<file path="src/rtl/pll_lock_ctrl_if.sv">
// Signals between the PLL lock controller and the PLL / downstream logic.
// The controller uses the slave side; the board side (PLL model, bench) uses master.
interface pll_lock_ctrl_if;
    logic       pll_lock;
    logic       force_relock;
    logic       pll_rst;
    logic       user_rst_n;
    logic       ctrl_locked;
    logic       ctrl_fail;
    logic [1:0] retry_cnt;

    modport master (
        output pll_lock,
        output force_relock,
        input  pll_rst,
        input  user_rst_n,
        input  ctrl_locked,
        input  ctrl_fail,
        input  retry_cnt
    );

    modport slave (
        input  pll_lock,
        input  force_relock,
        output pll_rst,
        output user_rst_n,
        output ctrl_locked,
        output ctrl_fail,
        output retry_cnt
    );
endinterface

</file>
<file path="src/rtl/pll_lock_ctrl.sv">
// PLL reset/lock sequencer: pulses pll_rst, waits for lock with timeout and retry,
// qualifies lock stability and then releases the downstream reset.
module pll_lock_ctrl #(
    parameter int unsigned RST_PULSE_CYC    = 16,
    parameter int unsigned LOCK_TIMEOUT_CYC = 50000,
    parameter int unsigned LOCK_STABLE_CYC  = 1024,
    parameter int unsigned RELEASE_DLY_CYC  = 16,
    parameter int unsigned MAX_RETRY        = 3
) (
    input  logic           clkin1,
    input  logic           sys_rst_n,
    pll_lock_ctrl_if.slave bus
);

    localparam int unsigned MaxAb  = (RST_PULSE_CYC > LOCK_TIMEOUT_CYC) ?
                                     RST_PULSE_CYC : LOCK_TIMEOUT_CYC;
    localparam int unsigned MaxCd  = (LOCK_STABLE_CYC > RELEASE_DLY_CYC) ?
                                     LOCK_STABLE_CYC : RELEASE_DLY_CYC;
    localparam int unsigned MaxCyc = (MaxAb > MaxCd) ? MaxAb : MaxCd;
    localparam int unsigned CntW   = $clog2(MaxCyc) + 1;

    localparam logic [CntW-1:0] RstLast     = CntW'(RST_PULSE_CYC - 1);
    localparam logic [CntW-1:0] TimeoutLast = CntW'(LOCK_TIMEOUT_CYC - 1);
    // The WAIT_LOCK cycle that first saw lock is the first of the stable run.
    localparam logic [CntW-1:0] StableLast  = CntW'(LOCK_STABLE_CYC - 2);
    localparam logic [CntW-1:0] ReleaseLast = CntW'(RELEASE_DLY_CYC - 1);
    localparam logic [1:0]      MaxRetry    = 2'(MAX_RETRY);

    localparam logic [2:0] StResetPll = 3'd0;
    localparam logic [2:0] StWaitLock = 3'd1;
    localparam logic [2:0] StStable   = 3'd2;
    localparam logic [2:0] StRelease  = 3'd3;
    localparam logic [2:0] StRun      = 3'd4;
    localparam logic [2:0] StFail     = 3'd5;

    logic            lock_meta_q;
    logic            lock_s_q;
    logic [2:0]      state_q, state_d;
    logic [CntW-1:0] cnt_q, cnt_d;
    logic [1:0]      retry_cnt_q, retry_cnt_d;
    logic            pll_rst_q, pll_rst_d;
    logic            user_rst_n_q, user_rst_n_d;
    logic            ctrl_locked_q, ctrl_locked_d;
    logic            ctrl_fail_q, ctrl_fail_d;

    // pll_lock comes from the PLL's own clock domain.
    always_ff @(posedge clkin1) begin
        if (!sys_rst_n) begin
            lock_meta_q <= 1'b0;
            lock_s_q    <= 1'b0;
        end else begin
            lock_meta_q <= bus.pll_lock;
            lock_s_q    <= lock_meta_q;
        end
    end

    always_comb begin
        state_d     = state_q;
        retry_cnt_d = retry_cnt_q;
        case (state_q)
            StResetPll: begin
                if (cnt_q == RstLast) begin
                    state_d = StWaitLock;
                end
            end
            StWaitLock: begin
                if (lock_s_q) begin
                    state_d = StStable;
                end else if (cnt_q == TimeoutLast) begin
                    if (retry_cnt_q == MaxRetry) begin
                        state_d = StFail;
                    end else begin
                        state_d     = StResetPll;
                        retry_cnt_d = retry_cnt_q + 2'd1;
                    end
                end
            end
            StStable: begin
                if (!lock_s_q) begin
                    state_d = StWaitLock;
                end else if (cnt_q == StableLast) begin
                    state_d = StRelease;
                end
            end
            StRelease: begin
                if (!lock_s_q) begin
                    state_d = StResetPll;
                end else if (cnt_q == ReleaseLast) begin
                    state_d     = StRun;
                    retry_cnt_d = 2'd0;
                end
            end
            StRun: begin
                if (!lock_s_q || bus.force_relock) begin
                    state_d     = StResetPll;
                    retry_cnt_d = 2'd0;
                end
            end
            StFail: begin
                if (bus.force_relock) begin
                    state_d     = StResetPll;
                    retry_cnt_d = 2'd0;
                end
            end
            default: begin
                state_d     = StResetPll;
                retry_cnt_d = 2'd0;
            end
        endcase
    end

    // Shared counter: restarts on every state change, idles in untimed states.
    always_comb begin
        cnt_d = cnt_q;
        if (state_d != state_q) begin
            cnt_d = '0;
        end else if (state_q != StRun && state_q != StFail) begin
            cnt_d = cnt_q + CntW'(1);
        end
    end

    // Outputs are decoded from the next state so they change on the same edge as the state.
    always_comb begin
        pll_rst_d     = (state_d == StResetPll) || (state_d == StFail);
        user_rst_n_d  = (state_d == StRun);
        ctrl_locked_d = (state_d == StRelease) || (state_d == StRun);
        ctrl_fail_d   = (state_d == StFail);
    end

    always_ff @(posedge clkin1) begin
        if (!sys_rst_n) begin
            state_q       <= StResetPll;
            cnt_q         <= '0;
            retry_cnt_q   <= 2'd0;
            pll_rst_q     <= 1'b1;
            user_rst_n_q  <= 1'b0;
            ctrl_locked_q <= 1'b0;
            ctrl_fail_q   <= 1'b0;
        end else begin
            state_q       <= state_d;
            cnt_q         <= cnt_d;
            retry_cnt_q   <= retry_cnt_d;
            pll_rst_q     <= pll_rst_d;
            user_rst_n_q  <= user_rst_n_d;
            ctrl_locked_q <= ctrl_locked_d;
            ctrl_fail_q   <= ctrl_fail_d;
        end
    end

    assign bus.pll_rst     = pll_rst_q;
    assign bus.user_rst_n  = user_rst_n_q;
    assign bus.ctrl_locked = ctrl_locked_q;
    assign bus.ctrl_fail   = ctrl_fail_q;
    assign bus.retry_cnt   = retry_cnt_q;

endmodule
</file>
<file path="src/flat_wrapper.sv">
// flat-port wrapper written by rule: the top's interface ports become plain ports
module pll_lock_ctrl_flat 
#(
    parameter int unsigned RST_PULSE_CYC    = 16,
    parameter int unsigned LOCK_TIMEOUT_CYC = 50000,
    parameter int unsigned LOCK_STABLE_CYC  = 1024,
    parameter int unsigned RELEASE_DLY_CYC  = 16,
    parameter int unsigned MAX_RETRY        = 3
)
  (clkin1, sys_rst_n, bus_pll_lock, bus_force_relock, bus_pll_rst, bus_user_rst_n, bus_ctrl_locked, bus_ctrl_fail, bus_retry_cnt);
  pll_lock_ctrl_if bus_i ();
  input  logic clkin1;
  input  logic sys_rst_n;
  input wire logic [$bits(bus_i.pll_lock)-1:0] bus_pll_lock;
  input wire logic [$bits(bus_i.force_relock)-1:0] bus_force_relock;
  output wire logic [$bits(bus_i.pll_rst)-1:0] bus_pll_rst;
  output wire logic [$bits(bus_i.user_rst_n)-1:0] bus_user_rst_n;
  output wire logic [$bits(bus_i.ctrl_locked)-1:0] bus_ctrl_locked;
  output wire logic [$bits(bus_i.ctrl_fail)-1:0] bus_ctrl_fail;
  output wire logic [$bits(bus_i.retry_cnt)-1:0] bus_retry_cnt;
  assign bus_i.pll_lock = bus_pll_lock;
  assign bus_i.force_relock = bus_force_relock;
  assign bus_pll_rst = bus_i.pll_rst;
  assign bus_user_rst_n = bus_i.user_rst_n;
  assign bus_ctrl_locked = bus_i.ctrl_locked;
  assign bus_ctrl_fail = bus_i.ctrl_fail;
  assign bus_retry_cnt = bus_i.retry_cnt;
  pll_lock_ctrl #(.RST_PULSE_CYC(RST_PULSE_CYC), .LOCK_TIMEOUT_CYC(LOCK_TIMEOUT_CYC), .LOCK_STABLE_CYC(LOCK_STABLE_CYC), .RELEASE_DLY_CYC(RELEASE_DLY_CYC), .MAX_RETRY(MAX_RETRY)) u_core (.clkin1(clkin1), .sys_rst_n(sys_rst_n), .bus(bus_i));
endmodule
</file>
<file path="config.mk">
export PLATFORM = sky130hd
export DESIGN_NAME = pll_lock_ctrl_flat
export DESIGN_NICKNAME = d
export VERILOG_FILES = /design/src/rtl/pll_lock_ctrl_if.sv /design/src/rtl/pll_lock_ctrl.sv /design/src/flat_wrapper.sv
export SDC_FILE = /design/constraint.sdc
export NUM_CORES = 1
export LEC_CHECK = 0
export BUFFER_PORTS_ARGS = -buffer_cell sky130_fd_sc_hd__buf_4
export CORE_MARGIN = 1
export CORE_UTILIZATION = 50
export DETAILED_ROUTE_END_ITERATION = 16
export PLACE_DENSITY_LB_ADDON = 0.12
export SLEW_MARGIN = 0
export SYNTH_ARGS = -nofsm -noshare
export SYNTH_HDL_FRONTEND = slang
export SYNTH_SLANG_ARGS = --single-unit
</file>
<file path="constraint.sdc">
create_clock -name clkin1 -period 2.15 [get_ports clkin1]
set_input_delay 0.1075 -clock clkin1 [delete_from_list [all_inputs] [get_ports clkin1]]
set_output_delay 0.1075 -clock clkin1 [all_outputs]
set_load 0.05 [all_outputs]
</file>
# Word level (Yosys, flattened, before mapping)
# Index checks and enable logic that the tools add are counted.
# W data, S select, Z words.
op_classes:
  add_sub_neg: 2
  eq_ne: 22
  n_mux: 19
  bitwise_logic: 2
  n_reduce_logical: 10
op_table:
  columns: ["op", "n"]
  rows:
  - ["$mux W3", 10]
  - ["$pmux W3 S6", 1]
  - ["$add A17 B1 Y17 const B", 1]
  - ["$eq A17 B10 Y1 const B", 1]
  - ["$eq A17 B16 Y1 const B", 1]
  - ["$eq A17 B4 Y1 const B", 1]
  - ["$mux W2", 7]
  - ["$eq A3 B3 Y1 const B", 4]
  - ["$pmux W2 S5", 1]
  - ["$eq A3 B2 Y1 const B", 3]
  - ["$ne A2 B1 Y1 const B", 4]
  - ["$reduce_and A8 Y1", 1]
  - ["$logic_not A3 Y1", 2]
  - ["$ne A2 B2 Y1 const B", 3]
  - ["$ne A3 B3 Y1 const B", 2]
  - ["$reduce_or A2 Y1", 2]
  - ["$eq A3 B1 Y1 const B", 1]
  - ["$logic_or A1 B1 Y1", 3]
  - ["$ne A3 B3 Y1", 1]
  - ["$add A2 B1 Y2 const B", 1]
  - ["$eq A2 B2 Y1 const B", 1]
  - ["$not A1 Y1", 2]
  - ["$logic_and A1 B1 Y1", 1]
  - ["$logic_not A1 Y1", 1]
word_totals:
  reg_bits: 28
  inputBits: 4
  output_inout_bits: 6
  word_cells: 64

# Depth between registers and ports, before layout
# Gate-level depths: netlist of run 1.
logic_depth:
  ltp_word: 7
  ltp_mapped: 9
  depth_no_buf: 8

# Worst setup path before layout of run 1
# OpenSTA, ideal clock, no wires.
synth_timing:
  path_kind: "reg-to-reg"
  startpoint: "register u_core.cnt_q[0]"
  endpoint: "register u_core.cnt_q[4]"
  setup_time_ps: 126
  t_arrival_ps: 2080
  required_ps: 2024
  slack_ps: -56
  path_stages_with_launch: 9
  n_path_buf: 1
  period_less_slack_ps: 2206
  cell_sequence: "dfxtp_1 -> ha_1 -> nor4b_2 -> and4_4 -> a31oi_4 -> nor4_4 -> xnor2_1 -> buf_6 -> nor3_2"
synth_via:
  elab_chain_cells: 6
  word_cells_on_any_way: 14
  classes_between: "add/sub (1); eq/ne (4); mux (8); reduce/logical (1)"
synth_rtl:
  columns: ["item", "line_no", "rtl"]
  rows:
  - ["start: declaration", "pll_lock_ctrl.sv:39", "logic [CntW-1:0] cnt_q, cnt_d;"]
  - ["start signal: assignment", "pll_lock_ctrl.sv:141", "cnt_q <= cnt_d;"]
  - ["$eq A17 B4 Y1 (tied with other cells)", "pll_lock_ctrl.sv:62, pll_lock_ctrl.sv:88", null]
  - ["$mux W3 (on tied branches)", "pll_lock_ctrl.sv:88, pll_lock_ctrl.sv:69, pll_lock_ctrl.sv:81", null]
  - ["$mux W3 (on tied branches)", "pll_lock_ctrl.sv:86, pll_lock_ctrl.sv:79, pll_lock_ctrl.sv:67", null]
  - ["$pmux W3 S6", "pll_lock_ctrl.sv:60", "case (state_q)"]
  - ["$ne A3 B3 Y1", "pll_lock_ctrl.sv:115", "if (state_d != state_q) begin"]
  - ["$reduce_or A2 Y1 (no source line)", null, null]
# Parallel ways exist; a longest one is shown, timed or not.
# A chain may end at the register's enable or synchronous reset.

# Final worst setup path of run 1
layout_timing:
  startpoint: "register u_core.cnt_q[0]"
  endpoint: "register u_core.cnt_q[1]"
# The elaborated chain is that of the path after synthesis.

==> results.py, run 1 <==
metrics = {
    "status": {
        "status": "finished, violations left",
        "violations": "DRC",
    },
    "grt": {
        "grt_pass1_wl_um": 5278,
        "grt_pass1_vias": 1159,
        "grt_use_total_pct": 21.33,
        "antenna_found_initial": 0,
        "grt_max_degree": 18,
        "grt_overflow_total": 0,
    },
    "clocking": {
        "clkTransAtPathRegs_ns": 0.14,
        "clk_path_buf_depth": 2,
        "cts_root_buffer": "clkbuf_4",
        "clk_latency_ns": 0.33,
        "htreeDepth": 1,
        "numCtsBuffers": 3,
        "cts_tree": "yes",
        "clock-sinks": 28,
    },
    "routing": {
        "drtIter0Drc": 44,
        "route.detailed.drc": 1,
        "vias_per_cell": 5.676,
        "detail_route.wl_per_cell_um": 14.66,
        "vias": 1243,
        "antenna_left": 0,
        "finalWirelength_um": 3210,
        "drtPass1Iterations": 10,
    },
    "cells_and_area": {
        "n_antenna_cell": 0,
        "layout-drive-gt1-share_pct": 30.32,
        "syn_to_final_growth_pct": 20.87,
        "nNetsFinal": 196,
    },
    "floorplan": {
        "die_x_um": 57.30,
        "die-area_mm2": 0.003283,
        "start_util_pct": 54.05,
        "io_pins": 10,
        "fp.dieH_um": 57.30,
        "core_area_mm2": 0.002829,
        "rows": 19,
    },
    "timing": {
        "whs_ns": 0.07059,
        "worst_pin_slew_ns": 0.4064,
        "finalSetupTns_ns": 0,
        "max_freq_mhz": 492.8,
        "finalHoldViolCount": 0,
        "skew_ns": 0.003328,
        "period_share_pct": 94.39,
        "slew_viol_final": 0,
        "finalSetupViolations": 0,
        "max_slew_margin_pct": 72.76,
        "period_needed_ns": 2.029,
    },
    "synth": {
        "yosys.area_share.simple_pct": 36.25,
        "synth-edff-count": 0,
        "async_flop_share_pct": 0,
        "syn_nets": 173,
        "syn_area_mm2": 0.001529,
        "synth.most_common_cell": "dfxtp_1",
        "synthCells": 166,
        "synth_top_area_share_pct": 36.66,
        "synth-xor-area-share_pct": 10.31,
        "post_synth.cell_area_avg_um2": 9.211,
        "synthMuxAreaShare_pct": 1.964,
        "ys_warn_count": 0,
        "yosysTopAreaCell": "dfxtp_1",
        "synthFlopType": "dfxtp_1",
        "synth_top_family_by_area": "simple AND/OR/NAND/NOR gates",
        "synthTopCellsByCount": "28 x dfxtp_1, 17 x nor2_1, 13 x nand2_1, 11 x nor3_2, 10 x xnor2_1",
        "synthAdderAreaFrac_pct": 2.455,
        "synth_seq_area_share_pct": 36.66,
        "synth_compound_area_share_pct": 8.674,
        "ys_ff_latch": 28,
        "yosys.cell_types.count": 43,
        "synthTopCellsByArea": "dfxtp_1 37%, nor3_2 7.2%, xnor2_1 5.7%",
    },
    "pwr": {
        "irDropWorstVdd_v": 0.0004147,
        "powerDensity_mw_per_mm2": 501.7,
        "p_leak_uw": 0.0007123,
    },
    "setup_path": {
        "arrival_ns": 2.27,
        "crit_type": "reg -> reg",
        "crit_fanout": 5,
        "required_ns": 2.39,
        "critPathCaptureType": "register",
        "startpoint_type": "register",
    },
    "worst_hold_path": {
        "hp-class": "in -> reg",
    },
    "flow_run": {
        "maxCapViolations": 0,
    },
    "placement": {
        "io_buffers": 9,
        "place_congestion": 0.8136,
        "dpl.hpwl_um": 2302,
    },
}
per-layer routing:
metal,routed length [um],vias to the layer above,GRT usage (%)
li1,-,622,-
met1,1510,589,28.37
met2,1537,24,35.29
met3,101,8,4.762
met4,61,0,5.226
met5,0,-,0
final timing paths:
check                           from            endpoint  slack, ns  depth (start not counted)
hold reg to reg   u_core.lock_meta_q     u_core.lock_s_q       0.49                          1
setup / recovery     u_core.cnt_q[0]     u_core.cnt_q[1]       0.12                          8
hold / removal             sys_rst_n  u_core.bus.pll_rst       0.07                          2
setup reg to reg     u_core.cnt_q[0]     u_core.cnt_q[1]       0.12                          8
cell type report:
cell class / instances / area (um^2)
timing repair buffer: 26 / 210.2
clock inverter: 1 / 30.03
tap: 31 / 38.79
clock buffer: 3 / 22.52
inverter: 4 / 15.01
sequential: 28 / 564.3
multi-input combinational: 126 / 967.2
fill: 244 / 980.9
logic make-up (layout without fill, tap and decap cells):
family	after synthesis	count (layout)
buffers and inverters	12	34
adders and majority gates	3	3
DFF	28	28
and+or+nand+nor	89	89
xor gates and xnor gates	18	18
muxes	3	3
AOI/OAI and AO/OA	13	13
metrics by stage:
stage	total power [uW]	worst slack, ns	std cells	area [um^2]	utilization, %
3_3_place_gp	587.6	0.07476	210	1710	60.46
2_1_floorplan	569.1	0.01323	166	1543	-
5_1_grt	971.0	-0.009393	219	1848	65.33
3_5_place_dp	589.4	0.01628	210	1710	60.46
4_1_cts	935.6	0.03525	215	1788	63.20
6_report	927.2	0.1207	219	1848	65.33
placed cells by master, fill, tap and decap left out, types with 2 or more instances in the layout:
cell type	Yosys	layout
buf_4	1	24
nand3_1	9	9
xnor2_1	10	9
nor3_1	6	6
nand2_1	13	13
and4_1	2	2
ha_1	3	2
dfxtp_2	0	3
clkbuf_4	0	3
mux2i_1	3	3
and2b_1	2	2
nor3_2	11	11
xor2_1	8	8
nor4_4	1	2
nand4_1	6	6
inv_1	4	4
a21oi_1	2	2
and2_1	6	6
nor2b_1	3	3
nor2_1	17	17
dfxtp_1	28	25
power by group:
group / total (uW) / internal [uW] / leakage, uW / switching [uW]
Sequential: 534 / 527 / 0.000228 / 7.32
Combinational: 51.8 / 27.8 / 0.000457 / 24.1
Clock: 341 / 189 / 0.0000279 / 153
repair_timing:
item / CTS / global route
hold buffers: 1 / 0
pin swaps: 0 / 2
setup endpoints to repair: 6 / 21
endpoints found under the hold margin: 1 / 0
buffers inserted: 0 / 4
resized for setup: 2 / 7
worst max-delay path: stages (launching register included):
cell,delay [ns]
dfxtp_2,0.38
ha_4,0.15
nor4b_4,0.22
and4_4,0.29
a31oi_4,0.10
nor4_4,0.34
xnor2_2,0.10
buf_4,0.17
a2111oi_2,0.19
state kept, by name, indices dropped and copies added, names as in the netlist:
name,count
u_core.bus.pll_rst,1
u_core.lock_meta_q,1
u_core.lock_s_q,1
u_core.bus.user_rst_n,1
u_core.bus.ctrl_fail,1
u_core.bus.retry_cnt,2
u_core.bus.ctrl_locked,1
u_core.cnt_q,17
u_core.state_q,3
(Power assumes the default switching activity.)
==> run 2, diff against run 1 <==
--- a/config.mk
+++ b/config.mk
@@ -10,6 +10,7 @@
 export CORE_UTILIZATION = 50
 export DETAILED_ROUTE_END_ITERATION = 16
 export PLACE_DENSITY_LB_ADDON = 0.12
+export RECOVER_POWER = 50
 export SLEW_MARGIN = 0
 export SYNTH_ARGS = -nofsm -noshare
 export SYNTH_HDL_FRONTEND = slang
==> run 2 against run 1 <==
Against the previous run:
- the flow still finishes with violations (DRC)
- setup slack worse by 0.0017 ns
- combinational power down 2%
- global-route usage unchanged
- register-to-register slack about the same
- critical path depth unchanged
- critical path type unchanged
- critical endpoint unchanged
- highest routed layer unchanged
==> results.py, run 2 (synthesis gave the netlist of run 1 again) <==
metrics = {
    "worst_hold_path": {
        "hp-class": "in -> reg",
        "hold_path_startpoint": "sys_rst_n",
        "whs_endpoint": "u_core.bus.pll_rst",
        "min_path_cells": 2,
    },
    "cells_and_area": {
        "final_area_mm2": 0.001808,
        "final_cell_mix": "25 x dfxtp_1, 17 x nor2_1, 17 x buf_4, 13 x nand2_1, 11 x nor3_2",
        "final_common_cell": "dfxtp_1",
        "largest_reg_flops": 17,
        "top_register": "u_core.cnt_q",
        "layout-drive-gt1-share_pct": 26.60,
        "nNetsFinal": 196,
        "n_antenna_cell": 0,
        "syn_to_final_growth_pct": 18.25,
    },
    "status": {
        "violations": "DRC",
        "status": "finished, violations left",
    },
    "grt": {
        "grt_overflow_total": 0,
        "grt_pass1_wl_um": 5278,
        "grt_use_total_pct": 21.33,
        "antenna_found_initial": 0,
        "grt_pass1_vias": 1159,
        "grt_max_degree": 18,
    },
    "timing": {
        "finalHoldViolCount": 0,
        "skew_ns": 0.003655,
        "slew_viol_final": 0,
        "finalSetupTns_ns": 0,
        "worst_slack_ns": 0.1190,
        "worst_pin_slew_ns": 0.6022,
        "period_share_pct": 94.47,
        "max_freq_mhz": 492.4,
        "finalSetupViolations": 0,
        "max_slew_margin_pct": 60.02,
        "period_needed_ns": 2.031,
    },
    "clocking": {
        "htreeDepth": 1,
        "clkTransAtPathRegs_ns": 0.14,
        "numCtsBuffers": 3,
        "cts_root_buffer": "clkbuf_4",
        "cts_tree": "yes",
        "clk_latency_ns": 0.33,
        "clock-sinks": 28,
        "clk_path_buf_depth": 2,
    },
    "placement": {
        "dpl.hpwl_um": 2302,
        "dpl_cell_area_mm2": 0.001710,
        "dp_slack_ns": 0.01628,
        "place_congestion": 0.8136,
        "io_buffers": 9,
    },
    "pwr": {
        "power_uw": 925.9,
        "p_leak_uw": 0.0006848,
        "powerDensity_mw_per_mm2": 512.1,
        "irDropWorstVdd_v": 0.0004146,
    },
    "routing": {
        "drtIter0Drc": 64,
        "antenna_left": 0,
        "vias": 1239,
        "route.detailed.drc": 1,
        "vias_per_cell": 5.658,
        "drtPass1Iterations": 12,
        "detail_route.wl_per_cell_um": 14.74,
        "finalWirelength_um": 3228,
    },
    "floorplan": {
        "io_pins": 10,
        "die-area_mm2": 0.003283,
        "rows": 19,
        "core_area_mm2": 0.002829,
        "start_util_pct": 54.05,
        "fp.dieH_um": 57.30,
        "die_x_um": 57.30,
    },
    "setup_path": {
        "rr_worst_depth": 8,
        "crit_type": "reg -> reg",
        "arrival_ns": 2.27,
        "r2r-start": "u_core.cnt_q[0]",
        "critPathCaptureType": "register",
        "startpoint_type": "register",
        "rrSetupSlack_ns": 0.12,
        "path_cells": "ha_4 > nor4b_4 > and4_4 > a31oi_4 > nor4_4 > xnor2_2 > buf_4 > a2111oi_2",
        "regToRegEndpoint": "u_core.cnt_q[1]",
        "required_ns": 2.39,
        "cp_slowest_stage_delay_ns": 0.38,
        "crit_fanout": 5,
        "cp_slowest_cell": "dfxtp_2",
    },
    "flow_run": {
        "maxCapViolations": 0,
    },
}
run 2: cell count changes in the layout (fill, tap and decap cells not counted), sizes merged:
cell	before	now
clkbuf	3	10
buf	25	18
run 2: layer usage:
metal  global-route usage (%)  share of wire [%]
met4                    5.226                1.2
met3                    4.762                3.8
met1                    28.37                 47
met2                    35.29                 48
met5                        0                  0
run 2: worst max path at each step:
stage / startpoint / to / slack [ns] / cells after the start
2_1_floorplan: u_core.cnt_q[0] / u_core.cnt_q[4] / 0.01 / 8
4_1_cts: u_core.cnt_q[0] / u_core.cnt_q[1] / 0.04 / 8
3_5_place_dp: u_core.cnt_q[12] / u_core.cnt_q[14] / 0.02 / 7
3_3_place_gp: u_core.cnt_q[11] / u_core.cnt_q[1] / 0.07 / 7
6_report: u_core.cnt_q[0] / u_core.cnt_q[1] / 0.12 / 8
5_1_grt: u_core.cnt_q[0] / u_core.cnt_q[1] / -0.002 / 8
run 2: through the flow:
step	utilization (%)	cells	hold WS, ns
after floorplan	-	166	0.2348
after global placement	60.46	210	0.3202
after detailed placement	60.46	210	0.3208
after CTS	63.20	215	0.06466
after global routing	63.91	219	0.03494
final	63.91	219	0.06538
run 2: worst max-delay path: cells and delay by family (launching register included):
kind	cells	cell delay (ns)
DFF	1	0.38
xor gates and xnor gates	1	0.10
AOI/OAI and AO/OA	2	0.29
and+or+nand+nor	3	0.85
adders and majority gates	1	0.15
buffers and inverters	1	0.16
run 2: power breakdown:
part / internal [uW] / switching [uW]
Combinational: 27.0 / 23.8
Clock: 189 / 152
Sequential: 527 / 7.17
run 2: timing repair:
| item | in CTS | in global routing |
|---|---|---|
| endpoints found under the hold margin | 1 | 0 |
| buffers inserted | 0 | 4 |
| hold buffers | 1 | 0 |
| pin swaps | 0 | 2 |
| setup endpoints to repair | 6 | 21 |
| gates resized for setup | 2 | 7 |
run 2: cell type report:
| type | instances | area, um^2 |
|---|---|---|
| tap | 31 | 38.79 |
| fill | 257 | 1021 |
| timing repair buffer | 26 | 187.7 |
| clock inverter | 1 | 30.03 |
| clock buffer | 3 | 22.52 |
| inverter | 4 | 15.01 |
| multi-input combinational | 126 | 949.7 |
| sequential | 28 | 564.3 |
==> run 3, diff against run 2 <==
--- a/config.mk
+++ b/config.mk
@@ -5,6 +5,7 @@
 export SDC_FILE = /design/constraint.sdc
 export NUM_CORES = 1
 export LEC_CHECK = 0
+export ABC_AREA = 1
 export BUFFER_PORTS_ARGS = -buffer_cell sky130_fd_sc_hd__buf_4
 export CORE_MARGIN = 1
 export CORE_UTILIZATION = 50
==> run 3 against run 2 <==
Against the previous run:
- the run now ends clean
- maximum frequency is 8.0% higher
- final cell count is 25% higher
- cell area is 5.1% lower
- utilization is 7.7 points lower
- clock-buffer cell count stayed put
- via count is 9.0% higher
- area after synthesis is 4.8% higher
- sequential power hardly changed
- global-route usage is 1.5 points lower
- first-iteration DRC count is 14% higher
- sequential share of layout area is 1.5 points higher
- total power is 14% lower
- critical path type unchanged
==> results.py, run 3 <==
metrics = {
    "cells_and_area": {
        "final_core_util_pct": 56.19,
        "final_cells": 273,
        "n_antenna_cell": 0,
        "fill_cells": 328,
        "final_common_cell": "nand2_1",
        "final_cell_mix": "43 x nand2_1, 28 x inv_1, 28 x dfxtp_1, 22 x nor2_1, 15 x nand3_1",
        "nNetsFinal": 238,
        "top_register": "u_core.cnt_q",
        "layout-drive-gt1-share_pct": 16.59,
        "largest_reg_flops": 17,
        "syn_to_final_growth_pct": 7.026,
    },
    "setup_path": {
        "critPathCaptureType": "register",
        "crit_fanout": 17,
        "crit_type": "reg -> reg",
        "rr_worst_depth": 9,
        "arrival_ns": 2.13,
        "startpoint_type": "register",
        "rrSetupSlack_ns": 0.27,
        "required_ns": 2.40,
    },
    "synth": {
        "synthTopCellsByCount": "41 x nand2_1, 28 x dfxtp_1, 28 x inv_1, 20 x nor2_1, 15 x nand3_1",
        "synthFlopType": "dfxtp_1",
        "synth-edff-count": 0,
        "synth_top_area_share_pct": 34.97,
        "syn_nets": 223,
        "synthCells": 216,
        "syn_area_mm2": 0.001603,
        "post_synth.cell_area_avg_um2": 7.420,
        "synth.most_common_cell": "nand2_1",
        "synthTopCellsByArea": "dfxtp_1 35%, nand2_1 9.6%, nor3_2 6.9%",
        "yosys.cell_types.count": 26,
        "ys_warn_count": 0,
        "yosysTopAreaCell": "dfxtp_1",
        "async_flop_share_pct": 0,
        "ys_ff_latch": 28,
        "synth_seq_area_share_pct": 34.97,
    },
    "floorplan": {
        "rows": 20,
        "fp.dieH_um": 58.62,
        "io_pins": 10,
        "start_util_pct": 52.50,
        "die-area_mm2": 0.003436,
        "die_x_um": 58.62,
        "core_area_mm2": 0.003053,
    },
    "flow_run": {
        "maxCapViolations": 0,
    },
    "clocking": {
        "clk_path_buf_depth": 2,
        "numCtsBuffers": 3,
        "htreeDepth": 1,
        "clock-sinks": 28,
        "clkTransAtPathRegs_ns": 0.14,
        "clk_latency_ns": 0.32,
        "cts_root_buffer": "clkbuf_4",
        "cts_tree": "yes",
    },
    "routing": {
        "vias": 1351,
        "drtPass1Iterations": 4,
        "vias_per_cell": 4.949,
        "finalWirelength_um": 2999,
        "drtIter0Drc": 73,
        "antenna_left": 0,
        "detail_route.wl_per_cell_um": 10.99,
        "route.detailed.drc": 0,
    },
    "status": {
        "status": "finished, final reports clean",
    },
    "grt": {
        "grt_use_total_pct": 19.85,
        "antenna_found_initial": 0,
        "grt_max_degree": 18,
        "busiest_layer": "met2",
        "grt_util_met3_pct": 2.198,
        "grt_overflow_total": 0,
        "met1_usage_pct": 26.58,
        "grt_pass1_wl_um": 5278,
        "met2_usage_pct": 33.00,
        "grt_pass1_vias": 1262,
    },
    "pwr": {
        "p_sw_share_pct": 22.84,
        "sequentialPowerShare_pct": 67.2,
        "comb_power_share_pct": 5.7,
        "irDropWorstVdd_v": 0.0003529,
        "powerDensity_mw_per_mm2": 461.9,
        "p_leak_uw": 0.0006771,
        "switchingPower_uw": 181.0,
        "p_clk_share_pct": 27.1,
        "p_int_uw": 611.3,
    },
    "timing": {
        "worst_pin_slew_ns": 0.5909,
        "finalHoldViolCount": 0,
        "rsz0062_at_grt": "false",
        "period_needed_ns": 1.880,
        "finalSetupTns_ns": 0,
        "max_slew_margin_pct": 60.78,
        "slew_viol_final": 0,
        "max_freq_mhz": 532.0,
        "finalSetupViolations": 0,
        "period_share_pct": 87.43,
        "skew_ns": 0.0009052,
        "worst_slack_ns": 0.2702,
    },
    "placement": {
        "place_congestion": 0.8845,
        "dpl.hpwl_um": 2305,
        "io_buffers": 9,
        "place_inst": 267,
        "dp_slack_ns": 0.3304,
    },
    "worst_hold_path": {
        "min_path_cells": 8,
        "hp-class": "in -> reg",
    },
}
## run 3: changes by cell type after synthesis, moves of 4 or more
| cell | previous run | this run |
|---|---|---|
| and2_1 | 6 | 0 |
| clkbuf_1 | 6 | 0 |
| xnor2_1 | 10 | 5 |
| nor2_2 | 0 | 11 |
| nand3_1 | 9 | 15 |
| nand2_2 | 0 | 4 |
| inv_1 | 4 | 28 |
| nand2_1 | 13 | 41 |
| inv_2 | 0 | 5 |
## run 3: critical path, cell delays in order, from the launching register on
cell and delay (ns):
dfxtp_1 0.40, ha_1 0.18, nand2_1 0.09, nor2_1 0.16, nand3_1 0.14, nand3_1 0.13
nand2_1 0.15, nand2_2 0.11, nand3_4 0.22, nor3_1 0.22
## run 3: repair_timing
action,in CTS,in global routing
buffers inserted,0,0
gates resized for setup,0,0
endpoints found under the hold margin,2,0
hold buffers,3,0
endpoints found under the setup margin,0,0
## run 3: routing by layer
metal	share of wire [%]	vias up
li1	-	707
met2	45	23
met5	0	-
met1	50	616
met4	1.4	0
met3	3.2	5
## run 3: through the flow
stage	total power, uW	hold slack, ns	cell area (um^2)
finish	792.3	0.4190	1715
global route	822.6	0.4791	1715
CTS	801.1	0.3614	1752
detailed placement	586.0	0.2961	1699
global placement	582.7	0.2917	1699
floorplan	573.7	0.2010	1603
## run 3: cells by family after synthesis
kind of cell    share of synthesized area, %
simple gates                           40.36
xor+xnor                               8.196
fa+ha+maj                              2.342
buf+inv                                9.367
compound gates                         4.762
flops                                  34.97
## run 3: final cells by class
cell class / instances / area [um^2] / area share [%]
well taps: 44 / 55.05 / 3.209
repair buffers: 12 / 71.32 / 4.158
inverters: 33 / 123.9 / 7.221
multi-input cells: 153 / 882.1 / 51.42
flip-flops and latches: 28 / 560.5 / 32.68
clock buffers: 3 / 22.52 / 1.313
## run 3: power groups by stage
stage          logic [uW]  clock network [uW]  registers [uW]
3_5_place_dp         42.3                   0             544
2_1_floorplan        31.3                   0             542
5_1_grt              50.6                 239             533
6_report             45.0                 215             532
3_3_place_gp         39.3                   0             543
4_1_cts              46.8                 222             532
## run 3: final timing paths
kind / from / endpoint
setup / recovery: u_core.cnt_q[1] / u_core.cnt_q[7]
setup reg to reg: u_core.cnt_q[1] / u_core.cnt_q[7]
hold / removal: bus_force_relock / u_core.bus.ctrl_fail
hold reg to reg: u_core.lock_meta_q / u_core.lock_s_q
